### src/rtl/delta_pkg.sv
// Shared types and helpers for the delta integrator: FSM state and signed range bounds.
package delta_pkg;

    typedef enum logic [0:0] {
        IDLE,
        RUN
    } state_t;

    // Largest and smallest values representable in an n-bit two's complement sample.
    function automatic int smax(input int n);
        return (1 << (n - 1)) - 1;
    endfunction

    function automatic int smin(input int n);
        return -(1 << (n - 1));
    endfunction

endpackage

### src/rtl/delta_integrator_if.sv
// Valid/ready stream bundle: difference words in, reconstructed samples out.
interface delta_integrator_if #(
    parameter int N = 8
);
    logic signed [N+1:0] diff_in;
    logic                first_in;
    logic                in_valid;
    logic                in_ready;
    logic signed [N-1:0] sample_out;
    logic                out_valid;
    logic                out_ready;
    logic                sat_out;

    modport master (
        output diff_in, first_in, in_valid, out_ready,
        input  in_ready, sample_out, out_valid, sat_out
    );

    modport slave (
        input  diff_in, first_in, in_valid, out_ready,
        output in_ready, sample_out, out_valid, sat_out
    );
endinterface

### src/rtl/delta_range_reduce.sv
// Folds an (N+3)-bit signed sum into N bits: clamps when DELTA_INTEGRATOR_SAT_EN is
// defined, otherwise wraps modulo 2^N with the saturation flag held low.
module delta_range_reduce
    import delta_pkg::*;
#(
    parameter int N = 8
) (
    input  logic signed [N+2:0] value,
    output logic signed [N-1:0] reduced,
    output logic                sat
);

`ifdef DELTA_INTEGRATOR_SAT_EN
    localparam logic signed [N+2:0] SMAX = (N+3)'(smax(N));
    localparam logic signed [N+2:0] SMIN = (N+3)'(smin(N));

    always_comb begin
        reduced = value[N-1:0];
        sat     = 1'b0;
        if (value > SMAX) begin
            reduced = SMAX[N-1:0];
            sat     = 1'b1;
        end else if (value < SMIN) begin
            reduced = SMIN[N-1:0];
            sat     = 1'b1;
        end
    end
`else
    // Wrapping discards the guard bits entirely.
    logic unused_guard;
    assign unused_guard = ^value[N+2:N];
    assign reduced      = value[N-1:0];
    assign sat          = 1'b0;
`endif

endmodule

### src/rtl/delta_integrator.sv
// Rebuilds signed samples from a seeded stream of differences with one registered
// output stage. Define DELTA_INTEGRATOR_SAT_EN to clamp instead of wrap.
module delta_integrator
    import delta_pkg::*;
#(
    parameter int N     = 8,
    parameter int CNT_W = 16
) (
    input  logic              clk,
    input  logic              rst_n,
    input  logic              clr,
    delta_integrator_if.slave bus,
    output logic              err,
    output logic [CNT_W-1:0]  sample_cnt
);

    state_t              state;
    logic signed [N-1:0] acc;
    logic signed [N-1:0] sample_q;
    logic signed [N-1:0] reduced;
    logic                out_valid_q;
    logic                sat_q;
    logic                sat_next;
    logic                accept;
    logic                load;
    logic signed [N+2:0] acc_ext;
    logic signed [N+2:0] diff_ext;
    logic signed [N+2:0] next_val;

    assign bus.in_ready   = !out_valid_q || bus.out_ready;
    assign bus.sample_out = sample_q;
    assign bus.out_valid  = out_valid_q;
    assign bus.sat_out    = sat_q;

    // Differences arriving before any seed are rejected and flagged instead of loaded.
    assign accept   = bus.in_valid && bus.in_ready;
    assign load     = accept && (bus.first_in || state == RUN);
    assign acc_ext  = {{3{acc[N-1]}}, acc};
    assign diff_ext = {bus.diff_in[N+1], bus.diff_in};
    assign next_val = bus.first_in ? diff_ext : acc_ext + diff_ext;

    delta_range_reduce #(.N(N)) u_range_reduce (
        .value   (next_val),
        .reduced (reduced),
        .sat     (sat_next)
    );

    always_ff @(posedge clk or negedge rst_n) begin
        if (!rst_n) begin
            state       <= IDLE;
            acc         <= '0;
            sample_q    <= '0;
            out_valid_q <= 1'b0;
            sat_q       <= 1'b0;
            err         <= 1'b0;
        end else if (clr) begin
            state       <= IDLE;
            acc         <= '0;
            out_valid_q <= 1'b0;
            sat_q       <= 1'b0;
            err         <= 1'b0;
        end else begin
            if (out_valid_q && bus.out_ready) begin
                out_valid_q <= 1'b0;
            end
            if (accept && !load) begin
                err <= 1'b1;
            end
            if (load) begin
                state       <= RUN;
                acc         <= reduced;
                sample_q    <= reduced;
                sat_q       <= sat_next;
                out_valid_q <= 1'b1;
            end
        end
    end

    // A delivery seen by downstream is counted even if clr drops the stage on that edge.
    always_ff @(posedge clk or negedge rst_n) begin
        if (!rst_n) begin
            sample_cnt <= '0;
        end else if (out_valid_q && bus.out_ready) begin
            sample_cnt <= sample_cnt + 1'b1;
        end
    end

endmodule

### src/flat_wrapper.sv
// flat-port wrapper written by rule: the top's interface ports become plain ports
module delta_integrator_flat import delta_pkg::*;
#(
    parameter int N     = 8,
    parameter int CNT_W = 16
)
  (clk, rst_n, clr, err, sample_cnt, bus_diff_in, bus_first_in, bus_in_valid, bus_out_ready, bus_in_ready, bus_sample_out, bus_out_valid, bus_sat_out);
  delta_integrator_if #(.N(N)) bus_i ();
  input  logic clk;
  input  logic rst_n;
  input  logic clr;
  output logic err;
  output logic [CNT_W-1:0] sample_cnt;
  input wire logic [$bits(bus_i.diff_in)-1:0] bus_diff_in;
  input wire logic [$bits(bus_i.first_in)-1:0] bus_first_in;
  input wire logic [$bits(bus_i.in_valid)-1:0] bus_in_valid;
  input wire logic [$bits(bus_i.out_ready)-1:0] bus_out_ready;
  output wire logic [$bits(bus_i.in_ready)-1:0] bus_in_ready;
  output wire logic [$bits(bus_i.sample_out)-1:0] bus_sample_out;
  output wire logic [$bits(bus_i.out_valid)-1:0] bus_out_valid;
  output wire logic [$bits(bus_i.sat_out)-1:0] bus_sat_out;
  assign bus_i.diff_in = bus_diff_in;
  assign bus_i.first_in = bus_first_in;
  assign bus_i.in_valid = bus_in_valid;
  assign bus_i.out_ready = bus_out_ready;
  assign bus_in_ready = bus_i.in_ready;
  assign bus_sample_out = bus_i.sample_out;
  assign bus_out_valid = bus_i.out_valid;
  assign bus_sat_out = bus_i.sat_out;
  delta_integrator #(.N(N), .CNT_W(CNT_W)) u_core (.clk(clk), .rst_n(rst_n), .clr(clr), .bus(bus_i), .err(err), .sample_cnt(sample_cnt));
endmodule
### config.mk
export PLATFORM = sky130hd
export DESIGN_NAME = delta_integrator_flat
export DESIGN_NICKNAME = d
export VERILOG_FILES = /design/src/rtl/delta_pkg.sv /design/src/rtl/delta_integrator_if.sv /design/src/rtl/delta_range_reduce.sv /design/src/rtl/delta_integrator.sv /design/src/flat_wrapper.sv
export SDC_FILE = /design/constraint.sdc
export NUM_CORES = 1
export LEC_CHECK = 0
export ABC_AREA = 1
export CAP_MARGIN = 10
export CORE_UTILIZATION = 52
export CTS_BUF_LIST = sky130_fd_sc_hd__clkbuf_4
export DETAILED_ROUTE_END_ITERATION = 12
export GPL_ROUTABILITY_DRIVEN = 1
export PLACE_DENSITY_LB_ADDON = 0.15
export SLEW_MARGIN = 40
export SYNTH_ARGS = -nofsm -noshare
export SYNTH_HDL_FRONTEND = slang
export SYNTH_SLANG_ARGS = --single-unit
### constraint.sdc
create_clock -name clk -period 1.8 [get_ports clk]
set_input_delay 0.45 -clock clk [delete_from_list [all_inputs] [get_ports clk]]
set_output_delay 0.45 -clock clk [all_outputs]
set_load 0.01 [all_outputs]
==> metrics <==
vias in the first global route=1692; share of cells above drive strength 1=between 20% and 30%; Final setup viols=0; # clock sinks=35; Worst Path Required=1.35 ns; mapped cell area=just under 0.002 mm2; Gate Count Post-Synth=247; Mapped Avg Cell Area=8.01 um2; Synthesized Nets=about 270; # nets final=354; run status=completed; most frequent cell after synthesis=nand2_1; n_diodes=0; total power=0.00214 W; Placeable Area=0.00366 mm2; Overflow after GRT=0; Core Util, Final=between 70 and 80%; drt drc=0; DR vias/cell=4.89; Synth cell types=27; WP buf/inv=3; via count=1847; Port Buffers=40; hold_buf cts=0; row count=22; Final Cycle Share=97.4%; sequential fraction of the synthesis area=between 40 and 50%; die area=0.00405 mm2; worst-case clock buffer depth=2; Top delay family on crit path=buffers and inverters; synthesized flop and latch total=35; Cell Pwr Density=758 mW/mm2; Die X=63.7 um; Critical Path, Cell by Cell=clkdlybuf4s50_1 -> inv_1 -> nand2_2 -> dlygate4sd2_1; Clk pin slew, worst setup/hold paths=0.11 ns; Initial Util=roughly 54%; Multi-input gate area=roughly 1000 um2; RePlAce Congestion=about 0.88; CTS buffer count=5; # H-tree levels=2; initial antenna violation count=0; Max Slew Vio Count=0; cell accounting for the most synthesized area=dfrtp_1; Post-synth EDFFs=0; synth top area cells=dfrtp_1 44%, nand2_1 16%, inv_1 5.5%; CP endpoint kind=output pin; Max Cap Viol=0; Static Leakage=1.53 nW; share of the synthesized area in the top cell type=44.3%; RSZ-0062 raised after global routing=false; Top FF cell, synth=dfrtp_1; CP arrival=1.30 ns; final WL=4580 um; final antenna-violating net count=0; total track usage=23.9%; clk_lat worst skew=between 0.3 and 0.4 ns; die height=63.7 um; TritonCTS clock tree=yes; area added between synthesis and finish=42.6%; slowest cell delay on critical path=0.48 ns; Crit Path Max Fanout=2; clock skew=0.00976 ns; fmax=571 MHz; Avg WL per Cell=12.1 um; Crit-path slowest cell=clkdlybuf4s50_1; hpwl dp=3200 um; Final min period=1.75 ns; Pre-antenna DRT Iters=4; Reg area=877 um2; top post-synthesis cells by count=85 x nand2_1, 35 x dfrtp_1, 29 x inv_1, 21 x nor2_1, 16 x nand3_1; Peak VDD IR=0.664 mV; Layout fillers=277; Hold Vio Cnt, Final=0; YS warnings=0; first-pass GRT wire length=7360 um; async set-reset flop share out of synthesis=100%; Hold Path Class=input pin to async pin; Clock Root Buffer=clkbuf_4; CP Launch Type=input pin; DRT iter0 DRCs=71; largest net degree at the start of global routing=36; IO Pins=44; critical path class=input pin to output pin
[flip-flops by register name (all words and copies together), names as in the netlist]
register	cells
u_core.state	1
u_core.acc	8
u_core.bus.out_valid	1
u_core.sample_cnt	16
u_core.err	1
u_core.bus.sample_out	8
[area by class of cell]
cell class,count,area share (%)
multi-input combinational,178,35.2
clock buffer,6,1.60
tap,48,2.13
sequential,35,31.1
timing repair buffer,78,25.5
clock inverter,2,0.443
inverter,31,4.12
[metrics by stage]
stage,hold WS (ns),std cells,TNS (ns),instance area (um2),setup WS [ns]
floorplan,0.154,247,0,1980,0.133
global placement,0.463,354,-4.39,2610,-0.396
detailed placement,0.465,354,-5.33,2610,-0.494
CTS,0.458,368,0,2720,0.000665
global route,0.469,378,0,2820,0.000858
finish,0.453,378,0,2820,0.0474
[layer usage]
layer	GRT usage, %	wire length (um)
met3	6.34	208
met1	30.7	2120
met2	37.5	2130
met4	10.8	127
met5	0	0
[placed cells by master (no fill, tap or decap), types with 6 or more instances in the layout]
cell             Yosys  layout
buf_4                1      36
nand3_1             16      14
ha_1                 8       6
inv_1               29      29
nand2_1             85      84
xnor2_1              7       7
nor2_1              21      21
dfrtp_1             35      34
clkdlybuf4s50_1      0      34
clkbuf_4             0       6
[logic make-up (layout without fill, tap and decap cells)]
group | after synthesis | in the layout | synth area share, %
AO/OA/AOI/OAI | 14 | 14 | 5.00
XOR/XNOR | 12 | 12 | 5.31
adder cells (fa/ha/maj) | 9 | 9 | 6.07
buffers and inverters | 34 | 117 | 7.08
flip-flops | 35 | 35 | 44.3
other | 1 | 1 | 0.190
AND/OR/NAND/NOR | 142 | 142 | 32.1
[worst paths after layout]
path / start / to / slack (ns) / cells after the start
setup / recovery: bus_out_ready / bus_in_ready / 0.05 / 4
hold / removal: rst_n / u_core.acc[5]$_DFFE_PN0P_ / 0.45 / 2
setup reg to reg: u_core.acc[0]$_DFFE_PN0P_ / u_core.acc[4]$_DFFE_PN0P_ / 0.12 / 8
hold reg to reg: u_core.bus.sample_out[7]$_DFFE_PN0P_ / u_core.bus.sample_out[7]$_DFFE_PN0P_ / 0.49 / 2
max in group asynchronous: rst_n / u_core.sample_cnt[0]$_DFFE_PN0P_ / 1.15 / 2
min in group clk: u_core.bus.sample_out[7]$_DFFE_PN0P_ / u_core.bus.sample_out[7]$_DFFE_PN0P_ / 0.49 / 2
[what timing repair did]
| action | in CTS | in global routing |
|---|---|---|
| buffers inserted | 6 | 10 |
| pin swaps | 6 | 0 |
| endpoints found under the setup margin | 13 | 16 |
| gates resized for setup | 8 | 5 |
[where the power goes]
| group | leakage [nW] | internal [W] | switching (W) |
|---|---|---|---|
| Sequential | 0.463 | 0.000891 | 0.0000783 |
| Clock | 0.0317 | 0.000166 | 0.000274 |
| Combinational | 1.04 | 0.000391 | 0.000339 |
Note: power is estimated with default switching activity, not from simulation.
